## src/rtl/cam_pkg.sv

```systemverilog
// Shared encodings for the DVP capture path: pixel formats, FSM states, RGB565 field positions
// and small arithmetic helpers.
package cam_pkg;

  typedef enum logic [1:0] {
    FMT_RGB332 = 2'd0,
    FMT_RGB444 = 2'd1,
    FMT_RGB565 = 2'd2,
    FMT_GRAY8  = 2'd3
  } fmt_e;

  typedef enum logic [1:0] {
    ST_IDLE  = 2'd0,
    ST_FRAME = 2'd1,
    ST_LINE  = 2'd2,
    ST_HOLD  = 2'd3
  } state_e;

  localparam int R_HI = 15;
  localparam int R_LO = 11;
  localparam int G_HI = 10;
  localparam int G_LO = 5;
  localparam int B_HI = 4;
  localparam int B_LO = 0;

  // R and B are widened to 6 bits by MSB replication so all three channels share one scale.
  function automatic logic [7:0] gray8(input logic [4:0] r, input logic [5:0] g, input logic [4:0] b);
    return {2'b00, r, r[4]} + {1'b0, g, 1'b0} + {2'b00, b, b[4]};
  endfunction

  function automatic logic [15:0] sat_inc(input logic [15:0] v);
    return (v == 16'hFFFF) ? v : v + 16'd1;
  endfunction

endpackage

```

## src/rtl/cam_px_fmt.sv

```systemverilog
// Combinational RGB565 byte pair -> selected output format, zero-extended into DW bits.
module cam_px_fmt
  import cam_pkg::*;
#(
  parameter int DW = 16
) (
  input  logic [7:0]    hi,
  input  logic [7:0]    lo,
  input  fmt_e          fmt,
  output logic [DW-1:0] px
);

  logic [15:0] rgb;
  logic [4:0]  r;
  logic [5:0]  g;
  logic [4:0]  b;
  logic [15:0] wide;

  assign rgb = {hi, lo};
  assign r   = rgb[R_HI:R_LO];
  assign g   = rgb[G_HI:G_LO];
  assign b   = rgb[B_HI:B_LO];

  always_comb begin
    wide = 16'd0;
    case (fmt)
      FMT_RGB332: wide = {8'd0, r[4:2], g[5:3], b[4:3]};
      FMT_RGB444: wide = {4'd0, r[4:1], g[5:2], b[4:1]};
      FMT_RGB565: wide = rgb;
      FMT_GRAY8:  wide = {8'd0, gray8(r, g, b)};
      default:    wide = 16'd0;
    endcase
  end

  assign px = wide[DW-1:0];

endmodule

```

## src/rtl/cam_capture_fmt.sv

```systemverilog
// DVP camera capture: frame/line FSM, byte pairing, optional 2x2 decimation, raster address
// generation with clamping, snapshot hold, frame statistics and geometry error flag.
module cam_capture_fmt
  import cam_pkg::*;
#(
  parameter int AW    = 17,
  parameter int DW    = 16,
  parameter int H_RES = 320,
  parameter int V_RES = 240,
  parameter int DECIM = 0
) (
  input  logic          pclk,
  input  logic          rst,
  input  logic          vsync,
  input  logic          href,
  input  logic [7:0]    px_data,
  input  logic [1:0]    fmt,
  input  logic          snap,
  output logic [AW-1:0] mem_px_addr,
  output logic [DW-1:0] mem_px_data,
  output logic          px_wr,
  output logic          frame_done,
  output logic [7:0]    frame_cnt,
  output logic          frozen,
  output logic          err_geom
);

  localparam logic [15:0]   H_IN   = 16'(H_RES * (DECIM + 1));
  localparam logic [15:0]   H_LIM  = 16'(H_RES);
  localparam logic [15:0]   V_LIM  = 16'(V_RES);
  localparam logic [AW-1:0] H_STEP = AW'(H_RES);

  state_e        state, state_nxt;
  logic          vsync_d, href_d, phase;
  logic [7:0]    hi_byte;
  fmt_e          fmt_lat;
  logic [15:0]   in_col, in_row, col, row;
  logic [AW-1:0] wr_addr, row_base;
  logic [DW-1:0] px_conv;
  logic          vs_rise, vs_fall, hr_rise;
  logic          frame_start, line_start, byte_in, line_end, frame_end;
  logic          keep_px, keep_line, wr_ok;

  assign vs_rise   = vsync & ~vsync_d;
  assign vs_fall   = ~vsync & vsync_d;
  assign hr_rise   = href & ~href_d;
  assign keep_px   = (DECIM == 0) ? 1'b1 : (~in_col[0] & ~in_row[0]);
  assign keep_line = (DECIM == 0) ? 1'b1 : ~in_row[0];
  assign wr_ok     = (col < H_LIM) && (row < V_LIM);

  cam_px_fmt #(.DW(DW)) u_fmt (
    .hi  (hi_byte),
    .lo  (px_data),
    .fmt (fmt_lat),
    .px  (px_conv)
  );

  always_ff @(posedge pclk or posedge rst) begin
    if (rst) state <= ST_IDLE;
    else     state <= state_nxt;
  end

  always_comb begin
    state_nxt   = state;
    frame_start = 1'b0;
    line_start  = 1'b0;
    byte_in     = 1'b0;
    line_end    = 1'b0;
    frame_end   = 1'b0;
    case (state)
      ST_IDLE: begin
        if (vs_fall) begin
          state_nxt   = ST_FRAME;
          frame_start = 1'b1;
        end else begin
          state_nxt = ST_IDLE;
        end
      end
      ST_FRAME: begin
        if (vs_rise) begin
          frame_end = 1'b1;
          state_nxt = snap ? ST_HOLD : ST_IDLE;
        end else if (hr_rise) begin
          line_start = 1'b1;
          state_nxt  = ST_LINE;
        end else begin
          state_nxt = ST_FRAME;
        end
      end
      ST_LINE: begin
        // vsync rise wins over href so a truncated line never emits its partial pixel
        if (vs_rise) begin
          frame_end = 1'b1;
          state_nxt = snap ? ST_HOLD : ST_IDLE;
        end else if (href) begin
          byte_in = 1'b1;
        end else begin
          line_end  = 1'b1;
          state_nxt = ST_FRAME;
        end
      end
      ST_HOLD: begin
        if (!snap) state_nxt = ST_IDLE;
        else       state_nxt = ST_HOLD;
      end
      default: state_nxt = ST_IDLE;
    endcase
  end

  always_ff @(posedge pclk or posedge rst) begin
    if (rst) begin
      vsync_d     <= 1'b0;
      href_d      <= 1'b0;
      phase       <= 1'b0;
      hi_byte     <= 8'd0;
      fmt_lat     <= FMT_RGB332;
      in_col      <= 16'd0;
      in_row      <= 16'd0;
      col         <= 16'd0;
      row         <= 16'd0;
      wr_addr     <= '0;
      row_base    <= '0;
      mem_px_addr <= '0;
      mem_px_data <= '0;
      px_wr       <= 1'b0;
      frame_done  <= 1'b0;
      frame_cnt   <= 8'd0;
      frozen      <= 1'b0;
      err_geom    <= 1'b0;
    end else begin
      vsync_d    <= vsync;
      href_d     <= href;
      px_wr      <= 1'b0;
      frame_done <= 1'b0;
      frozen     <= (state_nxt == ST_HOLD);
      if (frame_start) begin
        fmt_lat  <= fmt_e'(fmt);
        in_row   <= 16'd0;
        row      <= 16'd0;
        wr_addr  <= '0;
        row_base <= '0;
      end
      if (line_start) begin
        hi_byte <= px_data;
        phase   <= 1'b1;
        in_col  <= 16'd0;
        col     <= 16'd0;
      end
      if (byte_in) begin
        phase <= ~phase;
        if (!phase) begin
          hi_byte <= px_data;
        end else begin
          in_col <= sat_inc(in_col);
          if (keep_px) begin
            col <= sat_inc(col);
            if (wr_ok) begin
              px_wr       <= 1'b1;
              mem_px_addr <= wr_addr;
              mem_px_data <= px_conv;
              wr_addr     <= wr_addr + AW'(1);
            end
          end
        end
      end
      if (line_end) begin
        phase  <= 1'b0;
        in_row <= sat_inc(in_row);
        if (phase) err_geom <= 1'b1;
        if (keep_line) begin
          row <= sat_inc(row);
          if (in_col != H_IN) err_geom <= 1'b1;
          // realign to the next row start so short or long lines cannot skew later rows
          if (row < V_LIM) begin
            row_base <= row_base + H_STEP;
            wr_addr  <= row_base + H_STEP;
          end
        end
      end
      if (frame_end) begin
        phase      <= 1'b0;
        frame_done <= 1'b1;
        if (in_row != 16'd0) frame_cnt <= frame_cnt + 8'd1;
        if (row != V_LIM)    err_geom  <= 1'b1;
      end
    end
  end

endmodule
```

## config.mk

```make
export PLATFORM = sky130hd
export DESIGN_NAME = cam_capture_fmt
export DESIGN_NICKNAME = d
export VERILOG_FILES = /design/src/rtl/cam_pkg.sv /design/src/rtl/cam_px_fmt.sv /design/src/rtl/cam_capture_fmt.sv
export SDC_FILE = /design/constraint.sdc
export NUM_CORES = 1
export LEC_CHECK = 0
export BUFFER_PORTS_ARGS = -buffer_cell sky130_fd_sc_hd__buf_4
export CORE_MARGIN = 3
export CORE_UTILIZATION = 66
export DETAILED_ROUTE_END_ITERATION = 7
export PLACE_DENSITY = 0.93
export SLEW_MARGIN = 20
export SYNTH_ARGS = -nofsm -noshare
export SYNTH_HDL_FRONTEND = slang
export SYNTH_SLANG_ARGS = --single-unit
```

## constraint.sdc

```tcl
create_clock -name pclk -period 13.6 [get_ports pclk]
set_input_delay 0 -clock pclk [delete_from_list [all_inputs] [get_ports pclk]]
set_output_delay 0 -clock pclk [all_outputs]
set_load 0.1 [all_outputs]
```

==> impl_metrics.yaml <==
hold_path:
  min_path_type: "primary input to asynchronous set/reset pin"
power:
  leakagePower_nw: 4.425
  internal-power_w: 0.001064
  ir_worst_vdd_uv: 215.5
  p_clk_share_pct: 29.3
  p_switching_w: 0.0007411
  netSwitchingFraction_pct: 41.05
  pwr-share-seq_pct: 34.9
  p_per_area_nw_per_um2: 180.6
  p_comb_share_pct: 35.7
detailed_routing:
  drt-total-wl_um: 22420
  drt_iter0_drc: 859
  vias: 7756
  post_drt_via_cell_ratio: 6.646
  ant_nets: 0
  drc: 0
  dr.pass1.iters: 5
  routedWlPerCell_um: 19.21
place:
  gp_congestion: 0.9194
  port_buffers: 59
  hpwlAfterDp_um: 14100
global_routing:
  grt_pass1_vias: 7635
  grt-ovfl-total: 0
  grt_pass1_wl_um: 37170
  grt_max_degree: 87
  track_usage_pct: 32.15
  antenna_found_initial: 0
logic_synthesis:
  synthCells: 926
  synth-edff-count: 0
  yosysUniqueCellTypes: 64
  netlist.top_cell.by_area: "dfrtp_1"
  synth.area.top_cells: "dfrtp_1 (46%), nand2_1 (5.6%), o21ai_0 (4.3%)"
  yosys-top-cells-count: "dfrtp_1 (158), nand2_1 (128), o21ai_0 (75)"
  async_flop_share_pct: 100.0
  ys.flop_type: "dfrtp_1"
  yosysWarnings: 0
  netlist_area_um2: 8646
  synth_top_cell_area_share_pct: 45.73
  yosysMostFrequentCell: "dfrtp_1"
  syn-num-nets: 969
  ys_seq_area_share_pct: 45.73
  postSynthAreaPerCell_um2: 9.337
  ys_ff_latch: 158
sta:
  setup_viol: 0
  hold-worst-slack_ps: 264.6
  finalHoldViolations: 0
  period_needed_ps: 3011
  skew_ps: 8.330
  worst_pin_slew_ps: 1099
  max_freq_mhz: 332.1
  finalMaxSlewViolations: 0
  finalSetupTns_ps: 0
  max-slew-margin-rel_pct: 26.26
  post-route-period-util_pct: 22.14
  rsz0062_at_grt: "false"
clock_network:
  cts_inserted_buffers: 17
  postCtsSetupBuffers: 0
  clock_latency_ps: 440
  clkTransAtPathRegs_ps: 60
  cts_buffer_depth: 2
  cts_root_buffer: "clkbuf_16"
  cts_max_level: 4
  cts_sinks: 158
  tritoncts: "yes"
worst_setup_path:
  worst_setup_path_start_kind: "flip-flop"
  crit_required_ps: 13930
  critical_path.max_fanout: 3
  worstPathArrival_ps: 3340
  end_kind: "flip-flop"
  critPathKind: "flip-flop to flip-flop"
die:
  core_area_um2: 12720
  fp.dieH_um: 120.5
  rows: 41
  die_w_um: 120.5
  io_pins: 60
  initial_core_util_pct: 67.96
  die_area_um2: 14510
cells_and_area:
  diodes: 0
  area_delta_synth_final_pct: 15.63
  nets: 1027
  drive_gt1_share_pct: 13.47
status:
  status: "finished, final reports clean"
flow_run:
  cap_violations: 0
## cells in the final DEF, fill, tap and decap left out, types with 22 or more instances in the layout
| cell type | n |
|---|---|
| ha_1 | 22 |
| nand3_1 | 56 |
| o21ai_0 | 75 |
| nand4_1 | 22 |
| nor2_1 | 49 |
| a31oi_1 | 24 |
| mux2i_1 | 24 |
| nand2_1 | 128 |
| a21oi_1 | 32 |
| buf_4 | 69 |
| dfrtp_1 | 158 |
| inv_1 | 32 |
## what timing repair did
item / in CTS / in global routing
gates resized for setup: 0 / 0
hold endpoints to repair: 100 / 0
setup endpoints to repair: 0 / 0
hold buffers: 14 / 0
## logic make-up after synthesis
logic type / after synthesis / share of synthesized area (%)
xor+xnor: 22 / 2.229
simple gates: 387 / 22.60
compound gates: 211 / 15.33
fa+ha+maj: 28 / 4.573
buf+inv: 78 / 3.632
mux: 42 / 5.904
flops: 158 / 45.73
## worst paths after layout
| path | cells after the start | slack, ps | from | endpoint |
|---|---|---|---|---|
| worst max-delay path | 8 | 10590 | hi_byte[3] | mem_px_data[5] |
| worst min-delay path | 3 | 260 | rst | row_base[11] |
| worst max register to register | 8 | 10590 | hi_byte[3] | mem_px_data[5] |
| worst min register to register | 2 | 480 | mem_px_addr[0] | mem_px_addr[0] |
| max in group asynchronous | 4 | 11920 | rst | in_row[2] |
| min in group pclk | 2 | 270 | href | href_d |
## routing by layer
metal	part of all wire [%]	global-route usage, %	vias to the layer above	routed length [µm]
met5	0	0	-	0
met4	3.2	15.23	0	725
met3	7.5	6.595	87	1682
met2	50	53.13	396	11210
met1	39	40.82	3772	8802
li1	-	-	3501	-
## sequential cells by signal, indices dropped and copies added, names as in the netlist, 2 cells and up
signal       flops
fmt_lat          2
wr_addr         17
mem_px_data     16
in_row          16
state            2
row_base        17
in_col          16
row             16
frame_cnt        8
mem_px_addr     17
hi_byte          8
col             16
## worst max-delay path, stage by stage, from the launching register on
cell,delay (ps)
dfrtp_1,450
fa_1,450
ha_1,250
fa_1,430
a21o_1,210
a211oi_1,270
nor2_1,90
mux4_2,480
mux2_2,280
## cell type report
type	instances	area (µm²)
clock buffer	20	456.7
clock inverter	10	186.4
fill	786	2725
inverter	34	132.6
multi-input combinational	690	4394
sequential	158	3954
tap	172	215.2
timing repair buffer	83	658.1
## power by group through the flow
| stage | registers, W | logic [W] | clock network [W] |
|---|---|---|---|
| after floorplan | 0.000842 | 0.000259 | 0 |
| after global placement | 0.000625 | 0.000602 | 0 |
| after detailed placement | 0.000632 | 0.000622 | 0 |
| after CTS | 0.000625 | 0.000630 | 0.000529 |
| after global routing | 0.000639 | 0.000679 | 0.000548 |
| final | 0.000631 | 0.000645 | 0.000529 |
## metrics by stage
step | cell area (µm²) | power (W) | instances | utilization, % | setup WS (ps)
after CTS | 9997 | 0.001784 | 1167 | 78.58 | 10740
final | 9997 | 0.001805 | 1167 | 78.58 | 10590
after global placement | 9214 | 0.001227 | 1123 | 72.42 | 10830
after detailed placement | 9214 | 0.001253 | 1123 | 72.42 | 10740
after global routing | 9997 | 0.001866 | 1167 | 78.58 | 10580
after floorplan | 8646 | 0.001101 | 926 | - | 9337
Power figures use the tool's default switching activity.
